## src/rtl/fetch_stage.sv

```systemverilog
// Instruction-fetch front end for the 16-bit mini-MIPS datapath.
// Owns the PC, drives the instruction-memory address and registers each
// accepted word into the IF/ID register. Also handles decode stalls,
// redirect with flush, and a HALT opcode that parks fetch until redirect.
module fetch_stage #(
    parameter logic [15:0] RESET_PC   = 16'h0000,
    parameter int          IMEM_WORDS = 256,
    parameter logic [3:0]  HALT_OP    = 4'b1111
) (
    input  logic        clock,
    input  logic        reset_n,
    output logic [15:0] imem_addr,
    input  logic [15:0] imem_data,
    input  logic        stall,
    input  logic        redirect,
    input  logic [15:0] redirect_pc,
    output logic [15:0] pc,
    output logic        ifid_valid,
    output logic [15:0] ifid_instr,
    output logic [15:0] ifid_pc,
    output logic [15:0] ifid_pc_next,
    output logic        halted,
    output logic [15:0] fetch_count
);

    // IMEM_WORDS is a power of two, so masking gives the modulo wrap and
    // keeps the PC bits above the memory index at zero.
    localparam logic [15:0] PC_MASK = 16'(IMEM_WORDS - 1);

    typedef enum logic [1:0] {
        IDLE,
        FETCH,
        HALT
    } state_t;

    state_t      state, state_next;
    logic [15:0] pc_d, pc_inc;
    logic        ifid_valid_d, halted_d;
    logic [15:0] ifid_instr_d, ifid_pc_d, ifid_pc_next_d, fetch_count_d;

    assign imem_addr = pc;
    assign pc_inc    = (pc + 16'd1) & PC_MASK;

    // State and pipeline registers; reset clears everything asynchronously.
    // NOTE: sequential state uses non-blocking assignments so every register
    // samples the pre-edge values, independent of statement order.
    always_ff @(posedge clock or negedge reset_n) begin
        if (!reset_n) begin
            state        <= IDLE;
            pc           <= RESET_PC & PC_MASK;
            ifid_valid   <= 1'b0;
            ifid_instr   <= 16'h0000;
            ifid_pc      <= 16'h0000;
            ifid_pc_next <= 16'h0000;
            halted       <= 1'b0;
            fetch_count  <= 16'h0000;
        end else begin
            state        <= state_next;
            pc           <= pc_d;
            ifid_valid   <= ifid_valid_d;
            ifid_instr   <= ifid_instr_d;
            ifid_pc      <= ifid_pc_d;
            ifid_pc_next <= ifid_pc_next_d;
            halted       <= halted_d;
            fetch_count  <= fetch_count_d;
        end
    end

    // Next-state logic: redirect beats stall; stall freezes everything.
    // NOTE: every output of this block gets a hold default first, so no
    // path leaves a signal unassigned and no latch is inferred.
    always_comb begin
        state_next     = state;
        pc_d           = pc;
        ifid_valid_d   = ifid_valid;
        ifid_instr_d   = ifid_instr;
        ifid_pc_d      = ifid_pc;
        ifid_pc_next_d = ifid_pc_next;
        halted_d       = halted;
        fetch_count_d  = fetch_count;

        if (state == IDLE) begin
            // One dead cycle after reset; redirect is ignored here.
            state_next = FETCH;
        end else if (redirect) begin
            // Flush: the word on imem_data this cycle is dropped.
            pc_d         = redirect_pc & PC_MASK;
            ifid_valid_d = 1'b0;
            halted_d     = 1'b0;
            state_next   = FETCH;
        end else if (!stall) begin
            if (state == FETCH) begin
                ifid_instr_d   = imem_data;
                ifid_pc_d      = pc;
                ifid_pc_next_d = pc_inc;
                ifid_valid_d   = 1'b1;
                if (fetch_count != 16'hFFFF) begin
                    fetch_count_d = fetch_count + 16'd1;
                end
                if (imem_data[15:12] == HALT_OP) begin
                    // PC stays on the HALT word.
                    halted_d   = 1'b1;
                    state_next = HALT;
                end else begin
                    pc_d = pc_inc;
                end
            end else begin
                // HALT: the HALT word has been seen once; retire it.
                ifid_valid_d = 1'b0;
            end
        end
    end

endmodule

```

## config.mk

```make
export PLATFORM = sky130hd
export DESIGN_NAME = fetch_stage
export DESIGN_NICKNAME = d
export VERILOG_FILES = /design/src/rtl/fetch_stage.sv
export SDC_FILE = /design/constraint.sdc
export NUM_CORES = 1
export LEC_CHECK = 0
export BUFFER_PORTS_ARGS = -buffer_cell sky130_fd_sc_hd__buf_2
export CAP_MARGIN = 20
export CORE_MARGIN = 1.5
export CORE_UTILIZATION = 51
export CTS_BUF_LIST = sky130_fd_sc_hd__clkbuf_4 sky130_fd_sc_hd__clkbuf_8 sky130_fd_sc_hd__clkbuf_16
export DETAILED_ROUTE_END_ITERATION = 10
export HOLD_SLACK_MARGIN = 0.1
export PLACE_DENSITY = 0.85
export SLEW_MARGIN = 0
export SYNTH_ARGS = -nofsm -noshare
export SYNTH_HDL_FRONTEND = slang
export SYNTH_SLANG_ARGS = --single-unit
export TNS_END_PERCENT = 100
```

## constraint.sdc

```tcl
create_clock -name clock -period 3.4 [get_ports clock]
set_clock_uncertainty 0.2 [all_clocks]
set_input_delay 0.51 -clock clock [delete_from_list [all_inputs] [get_ports clock]]
set_output_delay 0.51 -clock clock [all_outputs]
set_load 0.01 [all_outputs]
```

---- After elaboration in Yosys (flattened, before gate mapping) ----
Index checks and enable logic that the tools add are counted.
storage, ports and cells
  word-level logic and storage cells ...... 46
  register bits after elaboration ......... 76
  bits of input ports ..................... 36
  output and inout bits ................... 98
cells by class
  eq/ne operators ......................... 6
  reductions and logical operators ........ 11
  muxes and demuxes ....................... 16
  $add $sub $neg .......................... 2
  bitwise gates (word level) .............. 3
operator list
  operator                                        number
  2-to-1 mux 16 bit                               4
  adder 16 x 1 -> 16 bit (second input constant)  1
  != test 16 bit (second input constant)          1
  AND reduction 4 bit                             3
  2-to-1 mux 2 bit                                5
  adder 8 x 1 -> 8 bit (second input constant)    1
  2-to-1 mux 1 bit                                7
  nonzero test 3 bit                              2
  AND reduction 5 bit                             1
  == test 4 bit (second input constant)           1
  nonzero test 2 bit                              2
  != test 3 x 1 -> 1 bit (second input constant)  1
  NOT 1 bit                                       3
  AND reduction 3 bit                             1
  == test 2 x 1 -> 1 bit (second input constant)  1
  zero test 2 bit                                 1
  != test 2 x 1 -> 1 bit (second input constant)  1
  != test 2 bit (second input constant)           1
  AND reduction 2 bit                             1

---- Longest topological paths before layout ----
Gate-level depths: netlist of the first run.
  word-level depth ........................ 6
  gate-level depth with buffers ........... 7
  mapped depth without buffers ............ 5

---- Worst setup path before layout of the first run ----
Ideal clock, no wire load.
  path kind ............................... input to register
  start point ............................. input port redirect
  end point ............................... register fetch_count[14]
  buffers on the path ..................... 1
  stages .................................. 5
  required time ........................... 3.072 ns
  library setup time ...................... 0.128 ns
  arrival time ............................ 1.772 ns
  slack ................................... 1.300 ns
  path through ............................ buf_2 -> nor4b_4 -> nand3_2 -> nor3_1 -> mux2_1
between the ends
  cells in the longest elaborated chain, start to end .. 2
RTL lines
  item                           line  source
  start, declared                15    input logic redirect,
  NOT 1 bit (no line)            -
  AND reduction 5 bit (no line)  -
  end signal, assigned           65    fetch_count <= fetch_count_d;
  end, declared                  23    output logic [15:0] fetch_count
No other way between the ends.
A chain may end at the register's enable or synchronous reset.

---- Worst setup path in the final report of the first run ----
  start point ............................. register state[1]
  end point ............................... register fetch_count[1]
between the ends
  cells in the longest elaborated chain, start to end .. 3
  elaborated cells on any way between the ends .. 4
  those cells by class .................... eq/ne: 1; bitwise: 1; reduce/logical: 2
RTL lines
  item                               line  source
  start, declared                    36    state_t state, state_next;
  start signal, assigned             58    state <= state_next;
  zero test 2 bit                    82    if (state == IDLE) begin
  NOT 1 bit (no line)                -
  AND reduction 5 bit (no line) (*)  -
Mark *: on every way between the ends. The rest lies on a longest branch, timed or not.

==> results.rst, run 1 <==
.. list-table::
   :header-rows: 1

   * - Metric
     - Value
   * - Share of final-layout standard cells stronger than drive strength 1
     - 0.292
   * - Worst Reg-to-Reg Cells
     - 4
   * - Area share of the leading cell type in the synthesized netlist
     - 0.486
   * - Sinks on the clock net
     - 60
   * - Synthesized-area fraction occupied by and/or/nand/nor cells
     - 0.207
   * - Initial core utilization
     - 0.525
   * - Worst hold slack across all endpoints
     - roughly 0.090 ns
   * - Status
     - finished clean
   * - # DRC
     - 0
   * - Share of total power in sequential cells
     - 0.461
   * - Net switching component of the power
     - 0.698 mW
   * - Top layer used by detailed routing
     - met4
   * - Number of flops mapped to enable cells by yosys
     - 0
   * - Signal arrival time at the worst endpoint
     - 2.26 ns
   * - TritonCTS clock tree
     - yes
   * - Least-Margin Pin Slew
     - ~0.9 ns
   * - Yosys cell types
     - 44
   * - Top post-synthesis cells by count
     - sky130_fd_sc_hd__nand2_1 (89), sky130_fd_sc_hd__dfrtp_1 (60), sky130_fd_sc_hd__buf_4 (40)
   * - Combinational group share of total power
     - 0.239
   * - Vias in the first global route
     - between 2,000 and 2,500
   * - Final worst-path cycle share
     - 0.660
   * - Sort of element at the end of the critical path
     - flop
   * - Hold-fix buffers, CTS
     - 0
   * - Wirelength, routed
     - between 6000 and 7000 um
   * - Final critical path time including I/O delays and setup
     - roughly 2.2 ns
   * - Count of H-tree levels built during CTS
     - 3
   * - Worst Path Class, Setup
     - flop to flop
   * - Number of top-level design ports
     - ~130
   * - Maximum operating frequency
     - 0.445 GHz
   * - Ys Warns
     - 0
   * - Die ar.
     - 6540 sq um
   * - Flop and latch count out of synthesis
     - 60
   * - Dominant combinational cell family by area after synthesis
     - simple AND/OR/NAND/NOR gates
   * - Total vias in the final route
     - about 2,500
   * - Share of cell area taken by muxes after synthesis
     - 0.0170
   * - Detailed-routing iteration count for the pre-antenna-repair pass
     - 5
   * - Global placer's final weighted congestion
     - around 0.82
   * - Cell with the most instances after synthesis
     - sky130_fd_sc_hd__nand2_1
   * - Routed length on met1
     - around 2900 um
   * - Synth Area in XOR/XNOR
     - 0.0482
   * - Number of clock buffers inserted by TritonCTS
     - 9
   * - Leading post-synthesis cells by cell area
     - sky130_fd_sc_hd__dfrtp_1 (49%), sky130_fd_sc_hd__nand2_1 (11%), sky130_fd_sc_hd__buf_4 (9.7%)
   * - Overall power of the completed layout
     - around 2.1 mW
   * - Library cell with the largest summed area after synthesis
     - sky130_fd_sc_hd__dfrtp_1
   * - Element type at the critical path start
     - flop
   * - RSZ-0062 raised after global routing
     - false
   * - Adder-cell share of the synthesized area
     - 0.00809
   * - Length of routed met3 wiring
     - approximately 450 um
   * - Number of rows created at floorplan
     - 28
   * - Layout overhead on the synthesized area
     - 16.6%
   * - Setup Fix Bufs, Post-CTS
     - 0
   * - Clock transition at the registers of the reported paths
     - about 0.07 ns
   * - Vias per cell
     - ~5
   * - Maximum buffer depth of the clock tree
     - 2
   * - Cell-internal power
     - 1.39 mW
   * - WL met2
     - 3000 um
   * - Max transition margin
     - 0.400
   * - Cells after synthesis
     - around 340
   * - Number of nets in the final layout
     - between 400 and 500
   * - Port Buf Inserts
     - just over 90
   * - Share of power burned in the clock network
     - 0.300
   * - Die Ht
     - about 81 um
   * - Sw Share
     - 0.334
   * - DP HPWL
     - between 4000 and 5000 um
   * - Portion of the post-synthesis area used by sequential elements
     - 0.486
   * - Required time at the endpoint of the critical path
     - ~3.4 ns
   * - Power density over the cells
     - around 580 nW/um^2
   * - First DRT Iteration DRCs
     - 154
   * - Maximum VDD drop
     - roughly 280 uV
   * - Worst min-delay path class
     - primary input to asynchronous set/reset pin
   * - Root Buffer Master
     - sky130_fd_sc_hd__clkbuf_8
   * - Worst-path maximum fanout
     - 40
   * - Total count of hold-check failures in the final report
     - 0
   * - Die X
     - between 80 and 90 um
   * - Routed WL per cell
     - between 10 and 15 um
   * - Final count of pins violating max slew
     - 0
   * - Static Leak
     - a little under 2 nW
   * - Post-Syn Area
     - around 3100 sq um
   * - Synth Area in Compound Gates
     - 0.103
   * - Post_cts resized
     - 0
   * - Total core area
     - a little under 6000 sq um
   * - Clock Latency Late Sink
     - around 0.34 ns
   * - Diodes inserted
     - 0
   * - Initial antenna violation count
     - 0
   * - Share of flip-flops with an asynchronous set or reset
     - 1.00
   * - Most used DFF post-synth
     - sky130_fd_sc_hd__dfrtp_1
   * - Number of nets still failing antenna checks after routing
     - 0
   * - Total congestion overflow
     - 0
   * - Max Cap Viol
     - 0
   * - Wire length of the first global-routing pass
     - roughly 10,000 um
   * - Total global routing track utilization
     - 0.207
   * - Endpoints failing setup
     - 0
   * - Avg Synthesized Cell Area
     - between 9 and 10 sq um
   * - Setup TNS after final layout
     - 0 ns
   * - Pin count of the biggest net entering global routing
     - 41
-- power by group through the flow --
stage / Clock (mW) / Sequential, mW / Combinational [mW]
after floorplan: 0 / 1.01 / 0.285
after CTS: 0.640 / 0.962 / 0.505
after global routing: 0.670 / 0.984 / 0.561
final: 0.627 / 0.964 / 0.499
after global placement: 0 / 0.969 / 0.483
after detailed placement: 0 / 0.975 / 0.504
-- sequential cells by signal (all words and copies together) (netlist names) --
signal,count
state,2
halted,1
ifid_pc,8
ifid_valid,1
ifid_instr,16
imem_addr,8
ifid_pc_next,8
fetch_count,16
-- layer usage --
layer	GRT usage	vias to the layer above
met5	0	-
met4	0.116	0
met3	0.0404	15
met2	0.323	109
met1	0.270	1208
li1	-	1204
-- area by class of cell --
class,count,area [sq um]
Multi-Input combinational cell,241,1310
Clock buffer,11,139
Clock inverter,5,52.6
Inverter,3,11.3
Tap cell,75,93.8
Fill cell,511,2280
Timing Repair Buffer,98,503
Sequential cell,60,1500
-- through the flow --
step | instance area (sq um) | utilization | worst slack (ns) | cells
6_report | 3610 | 0.613 | 1.15 | 493
5_1_grt | 3610 | 0.613 | 1.07 | 493
4_1_cts | 3610 | 0.613 | 1.14 | 493
3_5_place_dp | 3410 | 0.580 | 0.840 | 477
3_3_place_gp | 3410 | 0.580 | 0.886 | 477
2_1_floorplan | 3210 | - | 1.30 | 366
-- worst max-delay path, stage by stage (launching register included) --
cell,delay (ns)
sky130_fd_sc_hd__dfrtp_1,0.48
sky130_fd_sc_hd__or4b_1,0.54
sky130_fd_sc_hd__buf_4,0.27
sky130_fd_sc_hd__a31oi_1,0.30
sky130_fd_sc_hd__mux2_1,0.35
-- path summary, 6_finish.rpt --
kind | startpoint | endpoint | slack [ns]
min | reset_n | halted$_DFFE_PN0P_ | 0.09
max in group asynchronous | reset_n | fetch_count[1]$_DFFE_PN0P_ | 2.06
min in group clock | imem_data[6] | ifid_instr[6]$_DFFE_PN0P_ | 0.16
max | state[1]$_DFFE_PN0P_ | fetch_count[1]$_DFFE_PN0P_ | 1.15
min reg2reg | ifid_instr[10]$_DFFE_PN0P_ | ifid_instr[10]$_DFFE_PN0P_ | 0.27
max reg2reg | state[1]$_DFFE_PN0P_ | fetch_count[1]$_DFFE_PN0P_ | 1.15
-- cells by family after synthesis --
logic type,after synthesis
and+or+nand+nor,136
AOI/OAI and AO/OA,49
buffers and inverters,65
other,1
muxes,5
DFF,60
xor gates and xnor gates,17
adders and majority gates,2
-- layout by cell type (no fill, tap or decap), drive strengths merged, types with 3 or more instances in the layout --
master / count
clkinv: 3
nor3: 4
inv: 3
and3: 5
nor2: 13
conb: 32
a31oi: 4
xor2: 12
xnor2: 5
dfrtp: 60
a21oi: 7
nand4: 5
clkbuf: 11
o31ai: 5
nand2: 89
o211ai: 3
a22oi: 3
buf: 98
a211oi: 3
nand3: 7
mux2i: 3
o21ai: 17
Power figures use the tool's default switching activity.
==> run 2: changes to the inputs <==
ABC_AREA = 1   (was not set)
CORE_UTILIZATION = 48   (was 51)
PLACE_DENSITY = 0.8   (was 0.85)
clock period = 2.2 ns   (was 3.4 ns; I/O delays follow)
==> results.rst, run 2 <==
.. list-table::
   :header-rows: 1

   * - Metric
     - Value
   * - Sinks on the clock net
     - 60
   * - Reg-to-reg critical path startpoint
     - state[1]$_DFFE_PN0P_
   * - Routed WL per cell
     - between 10 and 15 um
   * - Net switching component of the power
     - roughly 1.2 mW
   * - Number of top-level design ports
     - between 100 and 150
   * - Share of power burned in the clock network
     - 0.283
   * - Worst Path Class, Setup
     - primary input to flop
   * - Number of rows created at floorplan
     - 29
   * - Maximum cell stage delay along the critical path
     - around 0.52 ns
   * - Worst reg2reg setup slack
     - between 0.4 and 0.5 ns
   * - Commonest non-fill, non-tap cells in the layout
     - sky130_fd_sc_hd__nand2_1 (163), sky130_fd_sc_hd__buf_2 (93), sky130_fd_sc_hd__dfrtp_1 (60), sky130_fd_sc_hd__nor2_1 (34), sky130_fd_sc_hd__conb_1 (32)
   * - Final worst-path cycle share
     - 0.829
   * - Top flop regs
     - fetch_count (16), ifid_instr (16)
   * - Area share of the leading cell type in the synthesized netlist
     - 0.463
   * - Cells after synthesis
     - around 420
   * - Portion of the post-synthesis area used by sequential elements
     - 0.463
   * - Top layer used by detailed routing
     - met4
   * - Die Ht
     - between 80 and 90 um
   * - Vias in the first global route
     - 2,657
   * - Port Buf Inserts
     - between 90 and 100
   * - Final worst setup slack
     - between 0.3 and 0.4 ns
   * - Detailed-routing iteration count for the pre-antenna-repair pass
     - 7
   * - Worst min-delay path class
     - primary input to flop
   * - Layout overhead on the synthesized area
     - 23.1%
   * - Worst Reg-to-Reg Cells
     - 6
   * - Most used DFF post-synth
     - sky130_fd_sc_hd__dfrtp_1
   * - Total count of hold-check failures in the final report
     - 0
   * - Worst-path maximum fanout
     - 10
   * - Wirelength, routed
     - between 7000 and 8000 um
   * - Slowest stage cell on the critical path
     - sky130_fd_sc_hd__dlygate4sd3_1
   * - Final count of pins violating max slew
     - 0
   * - Number of nets still failing antenna checks after routing
     - 0
   * - Ys Warns
     - 0
   * - RSZ-0062 raised after global routing
     - false
   * - First DRT Iteration DRCs
     - ~140
   * - Pin count of the biggest net entering global routing
     - 61
   * - Length of routed met3 wiring
     - around 440 um
   * - Number of flops mapped to enable cells by yosys
     - 0
   * - Total core area
     - between 6000 and 7000 sq um
   * - Total congestion overflow
     - 0
   * - Flop and latch count out of synthesis
     - 60
   * - Root Buffer Master
     - sky130_fd_sc_hd__clkbuf_8
   * - Post-Syn Area
     - roughly 3200 sq um
   * - End of the worst hold path
     - imem_addr[1]$_DFFE_PN0P_
   * - Max Cap Viol
     - 0
   * - WL met2
     - around 3700 um
   * - Signal arrival time at the worst endpoint
     - 1.86 ns
   * - Ordered cell list for the critical path
     - dlygate4sd3_1, buf_2, inv_1, nor3_1, nand2_1, nand2_1, buf_4, nor2_1, nand2_1, nand2_1
   * - Element type at the critical path start
     - primary input
   * - Cell with the most instances after synthesis
     - sky130_fd_sc_hd__nand2_1
   * - Cell-internal power
     - between 2 and 2.5 mW
   * - Share of flip-flops with an asynchronous set or reset
     - 1.00
   * - Required time at the endpoint of the critical path
     - roughly 2.2 ns
   * - Initial antenna violation count
     - 0
   * - Routed length on met1
     - 3080 um
   * - Vias per cell
     - between 4 and 5
   * - Avg Synthesized Cell Area
     - around 7.8 sq um
   * - Number of clock buffers inserted by TritonCTS
     - 9
   * - Worst hold path startpoint
     - redirect_pc[1]
   * - Hold Path Stages
     - 5
   * - Top post-synthesis cells by count
     - sky130_fd_sc_hd__nand2_1 (163), sky130_fd_sc_hd__dfrtp_1 (60), sky130_fd_sc_hd__buf_4 (41)
   * - Maximum operating frequency
     - about 0.55 GHz
   * - Yosys cell types
     - 31
   * - Count of H-tree levels built during CTS
     - 3
   * - Worst Setup Slack post-DPL
     - between 0.3 and 0.4 ns
   * - Wire length of the first global-routing pass
     - around 12,000 um
   * - Global placer's final weighted congestion
     - 0.816
   * - Static Leak
     - roughly 2.2 nW
   * - Maximum buffer depth of the clock tree
     - 2
   * - Sort of element at the end of the critical path
     - flop
   * - Reg2Reg Capture Point
     - fetch_count[3]$_DFFE_PN0P_
   * - Die X
     - between 80 and 90 um
   * - Final critical path time including I/O delays and setup
     - roughly 1.8 ns
   * - Clock Latency Late Sink
     - roughly 0.34 ns
   * - Initial core utilization
     - 0.505
   * - Status
     - finished with violations
   * - Share of total power in sequential cells
     - 0.455
   * - Library cell with the largest summed area after synthesis
     - sky130_fd_sc_hd__dfrtp_1
   * - Share of final-layout standard cells stronger than drive strength 1
     - 0.250
   * - Diodes inserted
     - 0
   * - # DRC
     - 9
   * - Violations in the final reports
     - design-rule violations
   * - Clock transition at the registers of the reported paths
     - ~0.07 ns
   * - TritonCTS clock tree
     - yes
   * - Total global routing track utilization
     - 0.214
   * - DP HPWL
     - 5030 um
   * - Sw Share
     - 0.352
   * - Maximum VDD drop
     - approximately 500 uV
   * - Setup TNS after final layout
     - 0 ns
   * - Leading post-synthesis cells by cell area
     - sky130_fd_sc_hd__dfrtp_1 (46%), sky130_fd_sc_hd__nand2_1 (19%), sky130_fd_sc_hd__buf_4 (9.5%)
   * - Most frequent standard cell in the layout excluding fill and tap cells
     - sky130_fd_sc_hd__nand2_1
   * - Combinational group share of total power
     - 0.262
   * - Power density over the cells
     - about 800 nW/um^2
   * - Endpoints failing setup
     - 0
   * - Die ar.
     - around 7300 sq um
   * - Setup Fix Bufs, Post-CTS
     - 0
   * - Total vias in the final route
     - between 2,000 and 3,000
   * - Number of nets in the final layout
     - 565
   * - Cell with the most instances on the worst path
     - sky130_fd_sc_hd__nand2_1
-- run 2: cell types whose count changed in the layout (fill, tap and decap cells not counted), sizes merged, moves of 8 or more --
| cell | before | now |
|---|---|---|
| o21ai | 17 | 30 |
| nand3 | 7 | 16 |
| xor2 | 12 | 4 |
| nand2 | 89 | 166 |
| inv | 3 | 29 |
| dlygate4sd3 | 0 | 20 |
| nor2 | 13 | 39 |
-- run 2: how the worst max path moves through the flow --
| stage | start | endpoint | slack [ns] |
|---|---|---|---|
| finish | imem_data[15] | imem_addr[6]$_DFFE_PN0P_ | 0.38 |
| global route | imem_data[14] | imem_addr[5]$_DFFE_PN0P_ | 0.27 |
| CTS | state[1]$_DFFE_PN0P_ | fetch_count[3]$_DFFE_PN0P_ | 0.41 |
| detailed placement | stall | fetch_count[3]$_DFFE_PN0P_ | 0.34 |
| global placement | stall | fetch_count[3]$_DFFE_PN0P_ | 0.37 |
| floorplan | fetch_count[0]$_DFFE_PN0P_ | fetch_count[12]$_DFFE_PN0P_ | 0.49 |
-- run 2: area by class of cell --
class                   count  area (sq um)
clock buffers              11           151
repair buffers            118           716
flip-flops and latches     60          1500
inverters                  30           115
multi-input cells         308          1380
well taps                  77          96.3
clock inverters             5          36.3
fillers                   573          2430
-- run 2: worst max-delay path: cells and delay by family --
kind,cells,cell delay (ns)
buffers and inverters,4,0.83
AND/OR/NAND/NOR,6,0.70
-- run 2: cell families after synthesis --
kind of cell,after synthesis,synth area share
and+or+nand+nor,231,0.297
buffers and inverters,81,0.148
DFF,60,0.463
AOI/OAI and AO/OA,35,0.0610
xor gates and xnor gates,8,0.0216
adders and majority gates,2,0.00771
other,1,0.00116
-- run 2: power groups by stage --
stage	registers [mW]	logic (mW)	clock network, mW
2_1_floorplan	1.57	0.467	0
5_1_grt	1.52	0.955	1.01
3_5_place_dp	1.50	0.831	0
6_report	1.48	0.857	0.925
4_1_cts	1.48	0.858	0.945
3_3_place_gp	1.49	0.808	0
-- run 2: layer usage --
layer,up-vias,global-route usage
met5,-,0
met4,0,0.0656
met3,12,0.0593
met2,106,0.378
met1,1383,0.252
li1,1445,-
-- run 2: repair_timing --
item / 4_1_cts / 5_1_grt
endpoints found under the hold margin: 79 / 0
gates resized for setup: 0 / 0
hold buffers: 20 / 0
-- run 2: metrics by stage --
stage                      util  cell area [sq um]  hold WS (ns)  instances  power [mW]
after floorplan               -               3360        -0.166        449        2.03
after global placement    0.561               3610         0.161        573        2.30
after detailed placement  0.561               3610         0.165        573        2.33
after CTS                 0.622               3990         0.107        609        3.28
after global routing      0.622               3990         0.135        609        3.48
final                     0.622               3990         0.112        609        3.27
==> run 3: changes to the inputs <==
clock period = 1.7 ns   (was 2.2 ns; I/O delays follow)
==> results.rst, run 3 (synthesis gave the netlist of run 2 again) <==
.. list-table::
   :header-rows: 1

   * - Metric
     - Value
   * - Commonest non-fill, non-tap cells in the layout
     - sky130_fd_sc_hd__nand2_1 (162), sky130_fd_sc_hd__buf_2 (92), sky130_fd_sc_hd__dfrtp_1 (57), sky130_fd_sc_hd__conb_1 (32), sky130_fd_sc_hd__nor2_1 (30)
   * - # DRC
     - 7
   * - Worst min-delay path class
     - primary input to flop
   * - Maximum buffer depth of the clock tree
     - 2
   * - Worst hold slack across all endpoints
     - ~0.12 ns
   * - Root Buffer Master
     - sky130_fd_sc_hd__clkbuf_8
   * - Vias in the first global route
     - slightly below 3,000
   * - Static Leak
     - 2.32 nW
   * - Number of nets still failing antenna checks after routing
     - 0
   * - Multi-input gate area in the final layout
     - about 1400 sq um
   * - Worst Setup Slack post-DPL
     - 0.0424 ns
   * - Vias per cell
     - a little under 5
   * - Pin count of the biggest net entering global routing
     - 35
   * - Initial antenna violation count
     - 0
   * - Top flop regs
     - fetch_count (16), ifid_instr (16)
   * - Total congestion overflow
     - 0
   * - Die Ht
     - between 80 and 90 um
   * - DP HPWL
     - approximately 5300 um
   * - Total cell area at the placement stage
     - 3730 sq um
   * - Initial core utilization
     - 0.505
   * - Maximum operating frequency
     - 0.617 GHz
   * - Status
     - finished with violations
   * - Port Buf Inserts
     - 93
   * - Number of nets in the final layout
     - between 500 and 600
   * - Endpoints failing setup
     - 0
   * - Element type at the critical path start
     - flop
   * - Total count of hold-check failures in the final report
     - 0
   * - Final worst setup slack
     - between 0.07 and 0.08 ns
   * - Violations in the final reports
     - design-rule violations
   * - Worst-path maximum fanout
     - 8
   * - Total vias in the final route
     - slightly above 3,000
   * - Most frequent standard cell in the layout excluding fill and tap cells
     - sky130_fd_sc_hd__nand2_1
   * - First DRT Iteration DRCs
     - about 180
   * - Diodes inserted
     - 0
   * - Clock Latency Late Sink
     - 0.34 ns
   * - TritonCTS clock tree
     - yes
   * - Power density over the cells
     - 1080 nW/um^2
   * - Worst Reg-to-Reg Cells
     - 7
   * - Layout overhead on the synthesized area
     - 32.4%
   * - RSZ-0062 raised after global routing
     - true
   * - Storage cell area
     - roughly 1500 sq um
   * - Number of clock buffers inserted by TritonCTS
     - 9
   * - Detailed-routing iteration count for the pre-antenna-repair pass
     - 8
   * - Maximum VDD drop
     - between 400 and 500 uV
   * - Share of final-layout standard cells stronger than drive strength 1
     - 0.290
   * - Overall power of the completed layout
     - roughly 4.6 mW
   * - Die ar.
     - around 7300 sq um
   * - Signal arrival time at the worst endpoint
     - 1.64 ns
   * - Final worst-path cycle share
     - 0.953
   * - Wire length of the first global-routing pass
     - between 10,000 and 15,000 um
   * - Routed WL per cell
     - around 13 um
   * - Wirelength, routed
     - approximately 8200 um
   * - Clock transition at the registers of the reported paths
     - 0.07 ns
   * - Required time at the endpoint of the critical path
     - between 1.5 and 2 ns
   * - Final critical path time including I/O delays and setup
     - 1.62 ns
   * - Number of filler instances in the final layout
     - approximately 500
   * - Count of H-tree levels built during CTS
     - 3
   * - Sinks on the clock net
     - 60
   * - Hold Path Stages
     - 4
   * - Number of rows created at floorplan
     - 29
   * - Number of top-level design ports
     - about 130
   * - Total global routing track utilization
     - 0.230
   * - Die X
     - 85.2 um
   * - Post-route cell area
     - between 4000 and 5000 sq um
   * - Global placer's final weighted congestion
     - 0.837
   * - Sort of element at the end of the critical path
     - flop
   * - Max Cap Viol
     - 0
   * - Fraction of the core area covered by cells at the end of the flow
     - 0.668
   * - Total core area
     - around 6400 sq um
   * - Final count of pins violating max slew
     - 0
   * - Worst Path Class, Setup
     - flop to flop
run 3: cell count changes in the layout (fill, tap and decap cells not counted), moves of 3 or more:
cell / before / now
sky130_fd_sc_hd__nor2_2: 2 / 5
sky130_fd_sc_hd__nor2_1: 34 / 30
sky130_fd_sc_hd__dfrtp_1: 60 / 57
sky130_fd_sc_hd__dfrtp_2: 0 / 3
sky130_fd_sc_hd__buf_4: 4 / 22
sky130_fd_sc_hd__dlygate4sd3_1: 20 / 26
run 3: report_power, final:
group / switching (mW) / internal, mW
sequential: 0.212 / 1.68
combinational: 0.728 / 0.529
clock: 0.575 / 0.894
total: 1.51 / 3.11
run 3: worst paths after layout:
check | start | end | slack (ns)
max | fetch_count[11]$_DFFE_PN0P_ | fetch_count[4]$_DFFE_PN0P_ | 0.08
min | stall | state[1]$_DFFE_PN0P_ | 0.12
max reg2reg | fetch_count[11]$_DFFE_PN0P_ | fetch_count[4]$_DFFE_PN0P_ | 0.08
min reg2reg | ifid_instr[9]$_DFFE_PN0P_ | ifid_instr[9]$_DFFE_PN0P_ | 0.27
max in group asynchronous | reset_n | ifid_instr[6]$_DFFE_PN0P_ | 0.63
min in group asynchronous | reset_n | fetch_count[3]$_DFFE_PN0P_ | 0.16
run 3: what timing repair did:
action                     in CTS  in global routing
hold buffers                   26                  0
setup endpoints to repair       0                 23
setup buffers                   0                  2
hold endpoints to repair       86                  0
resized for setup               0                 14
run 3: per-layer routing:
layer,vias up,part of all wire,GRT usage
li1,1501,-,-
met2,130,0.51,0.405
met1,1427,0.40,0.266
met4,0,0.032,0.119
met3,23,0.059,0.0438
met5,-,0,0
run 3: stage by stage:
stage               TNS (ns)  instances
floorplan                  0        449
global placement           0        590
detailed placement         0        590
CTS                        0        631
global route        -0.00378        635
finish                     0        635
run 3: worst max-delay path: stages, from the launching register on:
cell and delay [ns]:
sky130_fd_sc_hd__dfrtp_1 0.41, sky130_fd_sc_hd__nand2_1 0.13, sky130_fd_sc_hd__nor2_2 0.15, sky130_fd_sc_hd__nand2_2 0.12, sky130_fd_sc_hd__nor2_4 0.24, sky130_fd_sc_hd__nor2_4 0.11, sky130_fd_sc_hd__nand2_1 0.07, sky130_fd_sc_hd__o21ai_0 0.07
run 3: cell type report:
| cell class | instances | share of cell area |
|---|---|---|
| Multi-Input combinational cell | 309 | 0.330 |
| Inverter | 30 | 0.0268 |
| Tap cell | 77 | 0.0224 |
| Sequential cell | 60 | 0.351 |
| Clock inverter | 4 | 0.0169 |
| Timing Repair Buffer | 144 | 0.218 |
| Clock buffer | 11 | 0.0353 |
